===== src/rtl/board_move_controller_pkg.sv =====
// Shared definitions for the tic-tac-toe board/turn controller: cell codes,
// FSM state encodings, board geometry and a board-full helper.
package board_move_controller_pkg;

  localparam int unsigned N_CELLS   = 9;
  localparam int unsigned BOARD_W   = 2 * N_CELLS;
  localparam int unsigned POS_W     = 4;

  typedef enum logic [1:0] {
    CELL_EMPTY    = 2'b00,
    CELL_PLAYER   = 2'b01,
    CELL_COMPUTER = 2'b10
  } cell_t;

  typedef enum logic [1:0] {
    S_PLAYER   = 2'b00,
    S_COMPUTER = 2'b01,
    S_CHECK    = 2'b10,
    S_OVER     = 2'b11
  } state_t;

  // A board is full once no cell holds the empty code.
  function automatic logic board_full(input logic [BOARD_W-1:0] b);
    logic full;
    full = 1'b1;
    for (int k = 0; k < N_CELLS; k++) begin
      if (b[2*k +: 2] == CELL_EMPTY) begin
        full = 1'b0;
      end else begin
        full = full;
      end
    end
    return full;
  endfunction

endpackage


===== src/rtl/board_move_controller_move_validator.sv =====
// Combinational move check: a target cell is legal when it exists (0..8) and is empty.
// The one-hot write enable selects the cell to be written; it is all-zero when illegal.
module move_validator
  import board_move_controller_pkg::*;
(
  input  logic [BOARD_W-1:0] board,
  input  logic [POS_W-1:0]   pos,
  output logic               legal,
  output logic [N_CELLS-1:0] write_en
);

  // Positions above 8 never match any cell index, so they fall out as illegal.
  always_comb begin
    write_en = {N_CELLS{1'b0}};
    for (int k = 0; k < N_CELLS; k++) begin
      write_en[k] = (pos == POS_W'(k)) && (board[2*k +: 2] == CELL_EMPTY);
    end
    legal = |write_en;
  end

endmodule


===== src/rtl/board_move_controller.sv =====
// Tic-tac-toe board owner and turn controller: validates player/computer moves,
// writes the board, and ends the game on an external win result or a full board.
module board_move_controller
  import board_move_controller_pkg::*;
#(
  parameter logic [1:0] PLAYER_CODE   = 2'b01,
  parameter logic [1:0] COMPUTER_CODE = 2'b10,
  parameter bit         PLAYER_FIRST  = 1'b1
) (
  input  logic               clock,
  input  logic               reset,
  input  logic               new_game,
  input  logic               play,
  input  logic [POS_W-1:0]   player_pos,
  input  logic               pc,
  input  logic [POS_W-1:0]   computer_pos,
  input  logic               win,
  input  logic [1:0]         who,
  output logic [BOARD_W-1:0] board,
  output logic               turn,
  output logic               illegal_move,
  output logic               game_over,
  output logic [1:0]         winner
);

  localparam state_t START_STATE = PLAYER_FIRST ? S_PLAYER : S_COMPUTER;

  state_t               state_q;
  state_t               state_d;
  logic [BOARD_W-1:0]   board_q;
  logic [BOARD_W-1:0]   board_d;
  logic                 turn_q;
  logic                 turn_d;
  logic                 illegal_q;
  logic                 illegal_d;
  logic                 over_q;
  logic                 over_d;
  logic [1:0]           winner_q;
  logic [1:0]           winner_d;
  logic                 last_player_q;
  logic                 last_player_d;

  logic                 req;
  logic [POS_W-1:0]     sel_pos;
  logic [1:0]           sel_code;
  logic                 legal;
  logic [N_CELLS-1:0]   write_en;
  logic [BOARD_W-1:0]   board_written;

  // Only the request belonging to the current mover state is considered.
  always_comb begin
    req      = 1'b0;
    sel_pos  = player_pos;
    sel_code = PLAYER_CODE;
    case (state_q)
      S_PLAYER: begin
        req      = play;
        sel_pos  = player_pos;
        sel_code = PLAYER_CODE;
      end
      S_COMPUTER: begin
        req      = pc;
        sel_pos  = computer_pos;
        sel_code = COMPUTER_CODE;
      end
      default: begin
        req      = 1'b0;
        sel_pos  = player_pos;
        sel_code = PLAYER_CODE;
      end
    endcase
  end

  move_validator u_move_validator (
    .board    (board_q),
    .pos      (sel_pos),
    .legal    (legal),
    .write_en (write_en)
  );

  always_comb begin
    board_written = board_q;
    for (int k = 0; k < N_CELLS; k++) begin
      if (write_en[k]) begin
        board_written[2*k +: 2] = sel_code;
      end else begin
        board_written[2*k +: 2] = board_q[2*k +: 2];
      end
    end
  end

  // Next-state and next-output logic; illegal_move is a single-cycle pulse by default.
  always_comb begin
    state_d       = state_q;
    board_d       = board_q;
    turn_d        = turn_q;
    illegal_d     = 1'b0;
    over_d        = over_q;
    winner_d      = winner_q;
    last_player_d = last_player_q;
    case (state_q)
      S_PLAYER, S_COMPUTER: begin
        if (req && legal) begin
          board_d       = board_written;
          state_d       = S_CHECK;
          last_player_d = (state_q == S_PLAYER);
        end else if (req) begin
          illegal_d = 1'b1;
        end else begin
          state_d = state_q;
        end
      end
      S_CHECK: begin
        if (win) begin
          winner_d = who;
          over_d   = 1'b1;
          state_d  = S_OVER;
        end else if (board_full(board_q)) begin
          winner_d = 2'b00;
          over_d   = 1'b1;
          state_d  = S_OVER;
        end else if (last_player_q) begin
          turn_d  = 1'b0;
          state_d = S_COMPUTER;
        end else begin
          turn_d  = 1'b1;
          state_d = S_PLAYER;
        end
      end
      S_OVER: begin
        if (new_game) begin
          board_d  = {BOARD_W{1'b0}};
          winner_d = 2'b00;
          over_d   = 1'b0;
          turn_d   = PLAYER_FIRST;
          state_d  = START_STATE;
        end else begin
          state_d = S_OVER;
        end
      end
      default: begin
        state_d = START_STATE;
      end
    endcase
  end

  // State and output registers; reset wins over every request in the same cycle.
  always_ff @(posedge clock) begin
    if (reset) begin
      state_q       <= START_STATE;
      board_q       <= {BOARD_W{1'b0}};
      turn_q        <= PLAYER_FIRST;
      illegal_q     <= 1'b0;
      over_q        <= 1'b0;
      winner_q      <= 2'b00;
      last_player_q <= 1'b0;
    end else begin
      state_q       <= state_d;
      board_q       <= board_d;
      turn_q        <= turn_d;
      illegal_q     <= illegal_d;
      over_q        <= over_d;
      winner_q      <= winner_d;
      last_player_q <= last_player_d;
    end
  end

  assign board        = board_q;
  assign turn         = turn_q;
  assign illegal_move = illegal_q;
  assign game_over    = over_q;
  assign winner       = winner_q;

endmodule


===== config.mk =====
export PLATFORM = sky130hd
export DESIGN_NAME = board_move_controller
export DESIGN_NICKNAME = d
export VERILOG_FILES = /design/src/rtl/board_move_controller_pkg.sv /design/src/rtl/board_move_controller_move_validator.sv /design/src/rtl/board_move_controller.sv
export SDC_FILE = /design/constraint.sdc
export NUM_CORES = 1
export LEC_CHECK = 0
export ABC_AREA = 1
export ABC_CLOCK_PERIOD_IN_PS = 2050
export BUFFER_PORTS_ARGS = -buffer_cell sky130_fd_sc_hd__buf_2
export CAP_MARGIN = 40
export CORE_MARGIN = 2
export CORE_UTILIZATION = 30
export DETAILED_ROUTE_END_ITERATION = 8
export HOLD_SLACK_MARGIN = 0.06
export PLACE_DENSITY_LB_ADDON = 0.3
export RECOVER_POWER = 50
export SYNTH_ARGS = -nofsm -noshare
export SYNTH_HDL_FRONTEND = slang
export SYNTH_SLANG_ARGS = --single-unit

===== constraint.sdc =====
create_clock -name clock -period 2.05 [get_ports clock]
set_clock_uncertainty 0.1 [all_clocks]
set_input_delay 0.41 -clock clock [delete_from_list [all_inputs] [get_ports clock]]
set_output_delay 0.41 -clock clock [all_outputs]
set_load 0.03 [all_outputs]

==> results.txt <==
* Run status: finished, final reports clean
- After clock tree synthesis, the clock-pin slew on the worst setup and hold paths is ~0.090 ns.
- In this run the static leakage power is 1.01 nW.
- WL final: about 4.2 mm
- Count of input and output buffers: 38
- After legalization and detailed placement, the total HPWL measured ~3.1 mm.
- TritonCTS built the clock tree.
- Of the cells placed in the final design, the portion with a size suffix greater than 1 is roughly 35%.
* Combined global-route utilization of all metal layers: a little over an eighth
- The clock reaches the later pin of the worst-skew pair after 0.27 ns.
- Data arrival at the endpoint of the critical path: between 2 and 2.5 ns
- Most frequent cells in the layout: sky130_fd_sc_hd__nand2_1, sky130_fd_sc_hd__nor2_1, sky130_fd_sc_hd__inv_1
- Based on the critical path, the design can be clocked at up to just over 500 MHz.
- Clock root buffer master: sky130_fd_sc_hd__clkbuf_8
- Buffer depth of the longest clock path: 2
- Synthesized net count: roughly 260
* NumNets Final: 312
- Final total negative setup slack: 0 ns
- Number of placement rows: 27
- Worst-case hold path end point: winner[0]$_SDFFE_PP0P_
* Max-cap violation count: 0
- Along the worst path, the maximum fanout reaches 6.
- Routed Antenna Nets: 0
- Floorplan core area: 5470 um^2
- Summed instance area of the synthesized netlist: 1700 um^2
- The first global-routing pass estimated 6.60 mm of wire.
- Finished Cell Area: around 2200 um^2
* Number of clock buffers inserted by TritonCTS: 3
* Largest net degree at the start of global routing: 18
- Summing over every cut layer, the via total after detailed routing is between 1500 and 2000.
- IO Count: 39
- FF-to-FF path depth: 14
- The setup check on the worst reg-to-reg path leaves a slack of 0.08 ns.
- Sequential cells were found to cover 30.7% of the synthesized design area.
- First-pass detailed-route iteration total: 4
* Initial cell density of the core: a little under a third
* Most common library cell in the layout ignoring fill and taps: sky130_fd_sc_hd__nand2_1
- Summing all placed instances gives a cell area of between 2000 and 2500 um^2.
* Average via count per standard cell: roughly 4.4
- The worst hold path begins at reset.
- Setup crit start kind: flop
- The number of pins with negative max-slew slack in the final report was 0.
- Time the worst path needs with I/O delays and setup: roughly 2.0 ns
- Diodes inserted: 0
* Worst hold stages: 2
* Startpoint of the lowest-slack register-to-register path: state_q[0]$_SDFFE_PP0P_
* Setup repair after global routing missed its margin: yes
- Counting every sink on the clock net gives 26.
- The via count of the first global-routing pass came to between 1000 and 1500.
- For this run, the number of Yosys warnings is 0.
- Number of synthesized register bits: 26
* Relative area change from synthesis to final layout: 29.7%
* Final worst-path cycle share: a little over nine tenths
* Endpoint of the worst register-to-register path: board[1]$_SDFFE_PP0P_
* Per-cell routed wire length: 11.4 um
* Smallest hold slack: 0.274 ns
- Ratio of total power to cell area: ~860 nW/um^2
- From left edge to right edge, the die measures ~80 um.
- Full die area: between 6000 and 7000 um^2
- Yosys mapped the design onto 27 distinct sky130hd cell types.
- The initial antenna violation count was 0.
- Drt drc: 0
* Worst vdd ir: between 0.3 and 0.4 mV
* Total congestion overflow: 0
- Each instance of the synthesized netlist takes up on average 7.01 um^2.
- Hold Vio Cnt, Final: 0
* Synth Instances: between 200 and 250
- Type of the worst setup path: reg2reg
* CTS H-Tree Depth: 1
- Final setup violation count: 0
- Critical path data required time: roughly 2.1 ns
- From bottom edge to top edge, the die measures 79.2 um.
- At the pin with the least slew margin, the transition time is between 0.3 and 0.4 ns.
- Number of DRC markers after the initial detailed-route iteration: 73
- Slew headroom: 74.9%
- Setup crit end kind: flop
* Routability congestion estimate: 0.876
* HP Class: in2reg
==> synthesized netlist by cell type <==
cell | instances | area (um^2)
sky130_fd_sc_hd__nor3_1 | 2 | 10.0
sky130_fd_sc_hd__o21ai_2 | 1 | 8.76
sky130_fd_sc_hd__nand3_4 | 9 | 158
sky130_fd_sc_hd__o21ai_0 | 10 | 50.1
sky130_fd_sc_hd__nand4_1 | 1 | 6.26
sky130_fd_sc_hd__nor2_4 | 2 | 22.5
sky130_fd_sc_hd__o31ai_1 | 1 | 7.51
sky130_fd_sc_hd__inv_2 | 2 | 7.51
sky130_fd_sc_hd__inv_4 | 2 | 12.5
sky130_fd_sc_hd__buf_4 | 3 | 22.5
sky130_fd_sc_hd__a21oi_1 | 5 | 25.0
sky130_fd_sc_hd__buf_6 | 1 | 11.3
sky130_fd_sc_hd__a21oi_4 | 1 | 16.3
sky130_fd_sc_hd__nor2_2 | 9 | 56.3
sky130_fd_sc_hd__nor2_1 | 48 | 180
sky130_fd_sc_hd__inv_1 | 29 | 109
sky130_fd_sc_hd__buf_2 | 1 | 5.00
sky130_fd_sc_hd__nand2_8 | 2 | 40.0
sky130_fd_sc_hd__nand2_2 | 5 | 31.3
sky130_fd_sc_hd__a22oi_1 | 1 | 7.51
sky130_fd_sc_hd__a31oi_1 | 1 | 6.26
sky130_fd_sc_hd__dfxtp_1 | 26 | 521
sky130_fd_sc_hd__nand2_1 | 55 | 206
sky130_fd_sc_hd__nand3_2 | 4 | 40.0
sky130_fd_sc_hd__nand2_4 | 5 | 56.3
sky130_fd_sc_hd__nand3_1 | 15 | 75.1
sky130_fd_sc_hd__clkbuf_1 | 1 | 3.75
==> report_power, final <==
| part | internal [W] | total (W) | switching [W] |
|---|---|---|---|
| sequential | 0.000568 | 0.000616 | 0.0000487 |
| clock | 0.000172 | 0.000341 | 0.000169 |
| combinational | 0.000314 | 0.000927 | 0.000613 |
| total | 0.00105 | 0.00188 | 0.000831 |
==> flip-flops by register name (all words and copies together), names as in the netlist <==
signal and cells:
state_q 2, board 18, last_player_q 1, turn 1, illegal_move 1, winner 2, game_over 1
==> how the worst max path moves through the flow <==
stage               slack [ns]               startpoint                endpoint
floorplan                 0.21  state_q[0]$_SDFFE_PP0P_   board[0]$_SDFFE_PP0P_
global placement         -0.03  state_q[0]$_SDFFE_PP0P_   board[1]$_SDFFE_PP0P_
detailed placement       -0.07  state_q[0]$_SDFFE_PP0P_  board[12]$_SDFFE_PP0P_
CTS                       0.04  state_q[0]$_SDFFE_PP0P_  board[12]$_SDFFE_PP0P_
global route             -0.08  state_q[0]$_SDFFE_PP0P_   board[5]$_SDFFE_PP0P_
finish                    0.08  state_q[0]$_SDFFE_PP0P_   board[1]$_SDFFE_PP0P_
==> through the flow <==
stage	util, %	setup WS, ns	cells	total power, W
floorplan	-	0.207	242	0.00124
global placement	37.0	-0.0312	358	0.00145
detailed placement	37.0	-0.0711	358	0.00145
CTS	38.0	0.0419	362	0.00180
global route	40.2	-0.0830	367	0.00200
finish	40.2	0.0789	367	0.00188
==> per-layer routing <==
layer | global-route usage (%) | routed length, um | share of wire [%]
met4 | 3.10 | 45 | 1.1
met3 | 1.59 | 141 | 3.4
met5 | 0 | 0 | 0
met1 | 18.0 | 2050 | 49
met2 | 21.9 | 1960 | 47
==> area by class of cell <==
class | count | area, um^2
Timing Repair Buffer | 54 | 290
Tap cell | 72 | 90.1
Multi-Input combinational cell | 178 | 1100
Inverter | 33 | 131
Sequential cell | 26 | 528
Fill cell | 596 | 3270
Clock buffer | 4 | 55.1
==> critical path, stage by stage (launching register included) <==
cell and delay (ns):
sky130_fd_sc_hd__dfxtp_4 0.39, sky130_fd_sc_hd__buf_6 0.12, sky130_fd_sc_hd__nand2_8 0.07, sky130_fd_sc_hd__nand2_4 0.08, sky130_fd_sc_hd__nand2_4 0.05, sky130_fd_sc_hd__a21oi_4 0.20, sky130_fd_sc_hd__nand3_2 0.12, sky130_fd_sc_hd__nand2_2 0.08
sky130_fd_sc_hd__nor2_2 0.04, sky130_fd_sc_hd__nand2_2 0.08, sky130_fd_sc_hd__nand2_4 0.10, sky130_fd_sc_hd__nand2_8 0.14, sky130_fd_sc_hd__nand3_4 0.10, sky130_fd_sc_hd__nor2_1 0.14, sky130_fd_sc_hd__nor2_2 0.05
==> repair_timing <==
action | CTS | global route
hold buffers | 0 | 0
setup buffers | 0 | 4
pin swaps | 0 | 16
gates resized for setup | 2 | 27
endpoints found under the setup margin | 18 | 18
gates cloned | 0 | 1
==> cell families (layout without fill, tap and decap cells) <==
family / Yosys count / after routing / synth area share (%)
buffers and inverters: 39 / 91 / 10.1
AOI/OAI and AO/OA: 20 / 20 / 7.16
and+or+nand+nor: 157 / 158 / 52.0
DFF: 26 / 26 / 30.7
(Power assumes the default switching activity.)
